<file path="config.mk">
export PLATFORM = sky130hd
export DESIGN_NAME = prog_loader_flat
export DESIGN_NICKNAME = d
export VERILOG_FILES = /design/src/rtl/prog_loader_if.sv /design/src/rtl/prog_loader.sv /design/src/flat_wrapper.sv
export SDC_FILE = /design/constraint.sdc
export NUM_CORES = 1
export LEC_CHECK = 0
export CORE_MARGIN = 2
export CORE_UTILIZATION = 55
export CTS_CLUSTER_SIZE = 14
export DETAILED_ROUTE_END_ITERATION = 7
export PLACE_DENSITY_LB_ADDON = 0.3
export SYNTH_ARGS = -nofsm -noshare
export SYNTH_HDL_FRONTEND = slang
export SYNTH_SLANG_ARGS = --single-unit
</file>
<file path="constraint.sdc">
create_clock -name clk -period 3.15 [get_ports clk]
set_clock_uncertainty 0.1 [all_clocks]
set_input_delay 0.4725 -clock clk [delete_from_list [all_inputs] [get_ports clk]]
set_output_delay 0.4725 -clock clk [all_outputs]
set_load 0.03 [all_outputs]
</file>
<file path="src/rtl/prog_loader_if.sv">
// Boot-loader link bundle: inbound program byte stream plus the loader side of the RAM bus mux.
// master = the loader, slave = whoever feeds bytes and watches the RAM port.
interface prog_loader_if #(
  parameter int unsigned ADDR_W = 13,
  parameter int unsigned DATA_W = 8
);
  logic              in_valid;
  logic [DATA_W-1:0] in_data;
  logic              in_last;
  logic              in_ready;
  logic              bus_sel;
  logic [ADDR_W-1:0] mem_addr;
  logic [DATA_W-1:0] mem_wdata;
  logic              mem_wr;

  modport master (
    input  in_valid, in_data, in_last,
    output in_ready, bus_sel, mem_addr, mem_wdata, mem_wr
  );

  modport slave (
    output in_valid, in_data, in_last,
    input  in_ready, bus_sel, mem_addr, mem_wdata, mem_wr
  );
endinterface

</file>
<file path="src/rtl/prog_loader.sv">
// Boot stage for the 8-bit cpu: streams a program into RAM while the cpu is held in reset,
// releases it, then counts run cycles until halt or timeout.
module prog_loader #(
  parameter int unsigned       ADDR_W    = 13,
  parameter int unsigned       DATA_W    = 8,
  parameter logic [ADDR_W-1:0] BASE_ADDR = '0,
  parameter int unsigned       MAX_BYTES = 8192,
  parameter int unsigned       WR_CYCLES = 2,
  parameter int unsigned       CNT_W     = 16,
  parameter int unsigned       TIMEOUT   = 65535
) (
  input  logic              clk,
  input  logic              reset,
  input  logic              start,
  input  logic              cpu_halt,
  prog_loader_if.master     bus,
  output logic              cpu_reset,
  output logic [ADDR_W:0]   byte_count,
  output logic [CNT_W-1:0]  run_cycles,
  output logic              done,
  output logic [1:0]        err
);

  localparam int unsigned       WC_W    = (WR_CYCLES > 1) ? $clog2(WR_CYCLES) : 1;
  localparam logic [WC_W-1:0]   WC_LAST = WC_W'(WR_CYCLES - 1);
  localparam logic [ADDR_W:0]   MAX_CNT = (ADDR_W+1)'(MAX_BYTES);
  localparam logic [ADDR_W:0]   CNT_ONE = (ADDR_W+1)'(1);
  localparam logic [ADDR_W-1:0] ADR_ONE = ADDR_W'(1);
  localparam logic [CNT_W-1:0]  RUN_ONE = CNT_W'(1);
  localparam logic [CNT_W-1:0]  TO_M1   = CNT_W'(TIMEOUT - 1);
  localparam bit                TO_EN   = (TIMEOUT != 0);

  typedef enum logic [2:0] {
    S_IDLE, S_LOAD, S_WRITE, S_RELEASE, S_RUN, S_HALTED, S_ERROR
  } state_e;

  state_e            state_q,      state_d;
  logic              cpu_reset_q,  cpu_reset_d;
  logic              bus_sel_q,    bus_sel_d;
  logic              mem_wr_q,     mem_wr_d;
  logic [ADDR_W-1:0] mem_addr_q,   mem_addr_d;
  logic [DATA_W-1:0] mem_wdata_q,  mem_wdata_d;
  logic [ADDR_W:0]   byte_count_q, byte_count_d;
  logic [CNT_W-1:0]  run_cycles_q, run_cycles_d;
  logic              done_q,       done_d;
  logic [1:0]        err_q,        err_d;
  logic              last_q,       last_d;
  logic              ovf_q,        ovf_d;
  logic [WC_W-1:0]   wr_cnt_q,     wr_cnt_d;
  logic [ADDR_W:0]   cnt_inc;

  assign cnt_inc = byte_count_q + CNT_ONE;

  always_ff @(posedge clk) begin
    if (reset) begin
      state_q      <= S_IDLE;
      cpu_reset_q  <= 1'b1;
      bus_sel_q    <= 1'b1;
      mem_wr_q     <= 1'b0;
      mem_addr_q   <= BASE_ADDR;
      mem_wdata_q  <= '0;
      byte_count_q <= '0;
      run_cycles_q <= '0;
      done_q       <= 1'b0;
      err_q        <= 2'b00;
      last_q       <= 1'b0;
      ovf_q        <= 1'b0;
      wr_cnt_q     <= '0;
    end else begin
      state_q      <= state_d;
      cpu_reset_q  <= cpu_reset_d;
      bus_sel_q    <= bus_sel_d;
      mem_wr_q     <= mem_wr_d;
      mem_addr_q   <= mem_addr_d;
      mem_wdata_q  <= mem_wdata_d;
      byte_count_q <= byte_count_d;
      run_cycles_q <= run_cycles_d;
      done_q       <= done_d;
      err_q        <= err_d;
      last_q       <= last_d;
      ovf_q        <= ovf_d;
      wr_cnt_q     <= wr_cnt_d;
    end
  end

  always_comb begin
    state_d      = state_q;
    cpu_reset_d  = cpu_reset_q;
    bus_sel_d    = bus_sel_q;
    mem_wr_d     = mem_wr_q;
    mem_addr_d   = mem_addr_q;
    mem_wdata_d  = mem_wdata_q;
    byte_count_d = byte_count_q;
    run_cycles_d = run_cycles_q;
    done_d       = done_q;
    err_d        = err_q;
    last_d       = last_q;
    ovf_d        = ovf_q;
    wr_cnt_d     = wr_cnt_q;
    unique case (state_q)
      S_IDLE, S_HALTED, S_ERROR: begin
        if (start) begin
          state_d      = S_LOAD;
          cpu_reset_d  = 1'b1;
          bus_sel_d    = 1'b1;
          mem_addr_d   = BASE_ADDR;
          byte_count_d = '0;
          err_d        = 2'b00;
          ovf_d        = 1'b0;
          done_d       = 1'b0;
        end
      end
      S_LOAD: begin
        if (bus.in_valid) begin
          // Once MAX_BYTES are in, the next accepted byte is dropped, even if it carries last.
          if (ovf_q) begin
            state_d = S_ERROR;
            err_d   = 2'b01;
          end else begin
            state_d     = S_WRITE;
            mem_wdata_d = bus.in_data;
            last_d      = bus.in_last;
            mem_wr_d    = 1'b1;
            wr_cnt_d    = '0;
          end
        end
      end
      S_WRITE: begin
        if (wr_cnt_q == WC_LAST) begin
          mem_wr_d     = 1'b0;
          byte_count_d = cnt_inc;
          mem_addr_d   = mem_addr_q + ADR_ONE;
          if (last_q) begin
            state_d = S_RELEASE;
          end else begin
            state_d = S_LOAD;
            if (cnt_inc == MAX_CNT) ovf_d = 1'b1;
          end
        end else begin
          wr_cnt_d = wr_cnt_q + WC_W'(1);
        end
      end
      S_RELEASE: begin
        state_d      = S_RUN;
        bus_sel_d    = 1'b0;
        cpu_reset_d  = 1'b0;
        run_cycles_d = '0;
      end
      S_RUN: begin
        // Halt takes priority over a timeout landing on the same cycle.
        if (cpu_halt) begin
          state_d = S_HALTED;
          done_d  = 1'b1;
        end else begin
          if (run_cycles_q != '1) run_cycles_d = run_cycles_q + RUN_ONE;
          if (TO_EN && (run_cycles_q == TO_M1)) begin
            state_d     = S_ERROR;
            err_d       = 2'b10;
            cpu_reset_d = 1'b1;
            bus_sel_d   = 1'b1;
          end
        end
      end
      default: state_d = S_IDLE;
    endcase
  end

  assign bus.in_ready  = (state_q == S_LOAD);
  assign bus.bus_sel   = bus_sel_q;
  assign bus.mem_addr  = mem_addr_q;
  assign bus.mem_wdata = mem_wdata_q;
  assign bus.mem_wr    = mem_wr_q;
  assign cpu_reset     = cpu_reset_q;
  assign byte_count    = byte_count_q;
  assign run_cycles    = run_cycles_q;
  assign done          = done_q;
  assign err           = err_q;

endmodule

</file>
<file path="src/flat_wrapper.sv">
// flat-port wrapper written by rule: the top's interface ports become plain ports
module prog_loader_flat 
#(
  parameter int unsigned       ADDR_W    = 13,
  parameter int unsigned       DATA_W    = 8,
  parameter logic [ADDR_W-1:0] BASE_ADDR = '0,
  parameter int unsigned       MAX_BYTES = 8192,
  parameter int unsigned       WR_CYCLES = 2,
  parameter int unsigned       CNT_W     = 16,
  parameter int unsigned       TIMEOUT   = 65535
)
  (clk, reset, start, cpu_halt, cpu_reset, byte_count, run_cycles, done, err, bus_in_valid, bus_in_data, bus_in_last, bus_in_ready, bus_bus_sel, bus_mem_addr, bus_mem_wdata, bus_mem_wr);
  prog_loader_if #(.ADDR_W(ADDR_W), .DATA_W(DATA_W)) bus_i ();
  input  logic clk;
  input  logic reset;
  input  logic start;
  input  logic cpu_halt;
  output logic cpu_reset;
  output logic [ADDR_W:0] byte_count;
  output logic [CNT_W-1:0] run_cycles;
  output logic done;
  output logic [1:0] err;
  input wire logic [$bits(bus_i.in_valid)-1:0] bus_in_valid;
  input wire logic [$bits(bus_i.in_data)-1:0] bus_in_data;
  input wire logic [$bits(bus_i.in_last)-1:0] bus_in_last;
  output wire logic [$bits(bus_i.in_ready)-1:0] bus_in_ready;
  output wire logic [$bits(bus_i.bus_sel)-1:0] bus_bus_sel;
  output wire logic [$bits(bus_i.mem_addr)-1:0] bus_mem_addr;
  output wire logic [$bits(bus_i.mem_wdata)-1:0] bus_mem_wdata;
  output wire logic [$bits(bus_i.mem_wr)-1:0] bus_mem_wr;
  assign bus_i.in_valid = bus_in_valid;
  assign bus_i.in_data = bus_in_data;
  assign bus_i.in_last = bus_in_last;
  assign bus_in_ready = bus_i.in_ready;
  assign bus_bus_sel = bus_i.bus_sel;
  assign bus_mem_addr = bus_i.mem_addr;
  assign bus_mem_wdata = bus_i.mem_wdata;
  assign bus_mem_wr = bus_i.mem_wr;
  prog_loader #(.ADDR_W(ADDR_W), .DATA_W(DATA_W), .BASE_ADDR(BASE_ADDR), .MAX_BYTES(MAX_BYTES), .WR_CYCLES(WR_CYCLES), .CNT_W(CNT_W), .TIMEOUT(TIMEOUT)) u_core (.clk(clk), .reset(reset), .start(start), .cpu_halt(cpu_halt), .bus(bus_i), .cpu_reset(cpu_reset), .byte_count(byte_count), .run_cycles(run_cycles), .done(done), .err(err));
endmodule
</file>
==> results of run 1 <==
through the flow:
| step | std cells | power, uW | hold WS, ps | cell area, um2 | worst slack, ps |
|---|---|---|---|---|---|
| final | 543 | 2270 | 386 | 4270 | 419 |
| after global routing | 543 | 2370 | 396 | 4270 | 343 |
| after CTS | 543 | 2270 | 390 | 4270 | 424 |
| after detailed placement | 527 | 1510 | 380 | 4050 | 323 |
| after global placement | 527 | 1490 | 362 | 4050 | 394 |
| after floorplan | 403 | 1350 | 384 | 3360 | 678 |
Yosys cell counts (all sizes together) (10+ instances only):
| cell | count | area share, % |
|---|---|---|
| nor2 | 47 | 5.2 |
| buf | 13 | 2.1 |
| a21oi | 31 | 4.6 |
| xnor2 | 11 | 2.9 |
| mux2i | 14 | 4.2 |
| o21ai | 22 | 3.3 |
| nand3 | 17 | 2.5 |
| nand2 | 32 | 3.6 |
| a211oi | 10 | 2.6 |
| or3 | 14 | 2.6 |
| dfxtp | 62 | 37 |
| clkbuf | 15 | 3.2 |
cell usage in the layout, fill, tap and decap left out, types with 3 or more instances in the layout:
cell type / count
sky130_fd_sc_hd__xor2_1: 6
sky130_fd_sc_hd__inv_1: 8
sky130_fd_sc_hd__nand3b_1: 4
sky130_fd_sc_hd__a211oi_1: 9
sky130_fd_sc_hd__nor3b_1: 4
sky130_fd_sc_hd__nand2_1: 32
sky130_fd_sc_hd__and4_1: 5
sky130_fd_sc_hd__nor3_1: 8
sky130_fd_sc_hd__clkdlybuf4s50_1: 71
sky130_fd_sc_hd__a31oi_1: 6
sky130_fd_sc_hd__a21oi_1: 31
sky130_fd_sc_hd__buf_4: 5
sky130_fd_sc_hd__or3_1: 13
sky130_fd_sc_hd__mux2i_1: 14
sky130_fd_sc_hd__xnor2_1: 11
sky130_fd_sc_hd__a22oi_1: 3
sky130_fd_sc_hd__o21ai_0: 20
sky130_fd_sc_hd__or2_2: 3
sky130_fd_sc_hd__clkbuf_8: 13
sky130_fd_sc_hd__dfxtp_1: 62
sky130_fd_sc_hd__nand3_1: 17
sky130_fd_sc_hd__nor2_1: 47
sky130_fd_sc_hd__and3_1: 5
sky130_fd_sc_hd__nor4_1: 3
sky130_fd_sc_hd__o31ai_1: 6
sky130_fd_sc_hd__nand2b_1: 3
sky130_fd_sc_hd__ha_1: 5
sky130_fd_sc_hd__nand4_1: 8
sky130_fd_sc_hd__or4_1: 7
area by class of cell:
type	count	area, um2	area share [%]
multi-input cells	305	1910	44.9
flip-flops and latches	62	1240	29.1
repair buffers	77	768	18.0
clock buffers	13	179	4.19
well taps	75	93.8	2.20
clock inverters	3	40.0	0.939
inverters	8	30.0	0.704
state kept, by name, summed over array words and instances, names as in the netlist:
name / cells
u_core.err: 2
u_core.bus.mem_wr: 1
u_core.last_q: 1
u_core.bus.mem_wdata: 8
u_core.state_q: 3
u_core.done: 1
u_core.wr_cnt_q: 1
u_core.run_cycles: 16
u_core.byte_count: 14
u_core.bus.mem_addr: 13
u_core.cpu_reset: 1
u_core.ovf_q: 1
critical path, stage by stage, from the launching register on:
cell	delay [ps]
sky130_fd_sc_hd__dfxtp_1	580
sky130_fd_sc_hd__nor3b_1	460
sky130_fd_sc_hd__clkdlybuf4s50_1	790
metal layers:
metal	GRT usage (%)	routed length [um]	vias up
met5	0	0	-
met4	10.2	110	0
met3	5.98	508	12
met2	36.5	3570	98
met1	31.8	3670	1500
li1	-	-	1598
worst max path at each step:
stage | cells past startpoint | endpoint | slack (ps)
after floorplan | 8 | u_core.bus.mem_wdata[0] | 680
after global placement | 7 | u_core.bus.mem_addr[11] | 390
after detailed placement | 7 | u_core.bus.mem_addr[7] | 320
after CTS | 2 | bus_in_ready | 420
after global routing | 2 | bus_in_ready | 340
final | 2 | bus_in_ready | 420
logic make-up after synthesis:
logic type / share of synthesized area [%]
AND/OR/NAND/NOR: 27.3
AO/OA/AOI/OAI: 18.8
flip-flops: 36.9
buffers and inverters: 6.18
XOR/XNOR: 4.43
multiplexers: 4.50
adder cells (fa/ha/maj): 1.86
power groups by stage:
| stage | logic, uW | clock network (uW) | registers (uW) |
|---|---|---|---|
| detailed placement | 587 | 0 | 921 |
| finish | 598 | 762 | 906 |
| global placement | 576 | 0 | 918 |
| global route | 650 | 801 | 915 |
| floorplan | 430 | 0 | 917 |
| CTS | 596 | 768 | 903 |
==> flow_summary_export.csv, run 1 <==
group,metric,value,unit
critical_path,crit_path_start,"u_core.state_q[0]",
global_route,largest_net_degree_at_the_start_of_global_routing,32,
synth,yosys_register_bits,62,
floorplan,core_rows,28,
drt,dr_total_vias,3208,
clock_network,cts_tree,"done",
power_and_ir_drop,cell_area_power_density,531,nW/um2
clock_network,ctsLongestPathBuffers,2,
clock_network,clkTransAtPathRegs,60,ps
synth,yosysSeqAreaShare,36.9,%
clock_network,postCtsSetupRepairBufs,0,
timing,final.period_utilization,86.7,%
timing,worst_slew_margin_rel,61.5,%
timing,final_period_minus_worst_setup_slack,2730,ps
clock_network,tritoncts.num_buffers,9,
clock_network,insertion_delay,340,ps
floorplan,die-width,82.2,um
clock_network,cts.repair.resized,0,
power_and_ir_drop,p_sw_share,32.7,%
power_and_ir_drop,combPwrFrac,26.4,%
global_route,antenna_found_initial,0,
finish,nFillCells,458,
finish,final_core_utilization,72.0,%
power_and_ir_drop,share_clk_of_total_power,33.6,%
synth,synthesis.area,3360,um2
drt,dr.first_iter.drc_count,235,
critical_path,worstPathMaxFanout,12,
critical_path,worstSetupStartpointType,"flip-flop",
timing,final-hold-violation-count,0,
clock_network,cts_num_sinks,62,
timing,tns,0,ps
critical_path,cp_data_required_time,2580,ps
floorplan,core,5920,um2
floorplan,initial_utilization,56.8,%
clock_network,cts_max_level,3,
critical_path,worstSetupEndpointType,"primary output",
power_and_ir_drop,leakage,0.00147,uW
global_route,overflow,0,
hold_path,whs_endpoint,"u_core.err[0]",
finish,antennaDiodeCount,0,
job,timing.max_cap.violations,0,
drt,firstDrtPassIters,4,
place,port_buffer_count,71,
timing,slew_viol_final,0,
drt,routed_wirelength_normalized_by_instance_count,14.5,um
place,dp_hpwl,5310,um
clock_network,root_buffer,"sky130_fd_sc_hd__clkbuf_8",
global_route,grt_first_pass_wirelength,12600,um
global_route,track_usage,23.9,%
critical_path,crit-reg2reg-launch,"u_core.state_q[2]",
timing,fmax,366,MHz
finish,final_nets,482,
critical_path,reg2reg_to,"u_core.bus.mem_addr[5]",
hold_path,worst_min_path_start,"u_core.err[0]",
power_and_ir_drop,max-vdd-ir-drop,413,uV
drt,drt-total-wl,7870,um
finish,share_of_post_route_cells_with_drive_strength_above_1,7.91,%
global_route,number_of_global_route_vias_before_repair,2749,
power_and_ir_drop,sequential_group_share_of_total_power,40.0,%
synth,total_number_of_yosys_warnings,0,
critical_path,worstPathArrival,2160,ps
finish,area_growth_syn_to_layout,26.9,%
synth,fraction_of_registers_with_async_set_reset,0,%
synth,synthesis.nets,422,
hold_path,hold_class,"flip-flop to flip-flop",
timing,setup_viol,0,
status,run_status,"completed",
synth,synth_cell_type_count,63,
floorplan,num_io_pins,72,
power_and_ir_drop,p_sw,740,uW
floorplan,fp.dieH,82.2,um
critical_path,timing.setup.critical_path_class,"flip-flop to primary output",
clock_network,post_cts_hold_buffer_count,0,
place,place.gp.congestion,0.869,
floorplan,design.die.area,6750,um2
synth,avgSynthCellArea,8.34,um2
power_and_ir_drop,internal_power,1530,uW
drt,drt_drc_violations_left,0,
timing,tightestPinTransition,573,ps
drt,avgViaCountPerCell,5.91,
synth,main_synth_ff_type,"sky130_fd_sc_hd__dfxtp_1",
hold_path,hold_depth,2,
critical_path,rrSetupSlack,710,ps
critical_path,rr_worst_depth,6,
synth,synth_edf_count,0,
drt,drtAntennaViolNets,0,
timing,setup_repair_after_global_routing_missed_its_margin,"no",
synth,synth_instances,403,
No activity file was read; power rests on OpenSTA's default activity.
==> run 2, diff against run 1 <==
- TNS_END_PERCENT: unset -> 5
==> results of run 2 <==
Same layout as run 1: the final DEF is identical, and so are final timing and power.
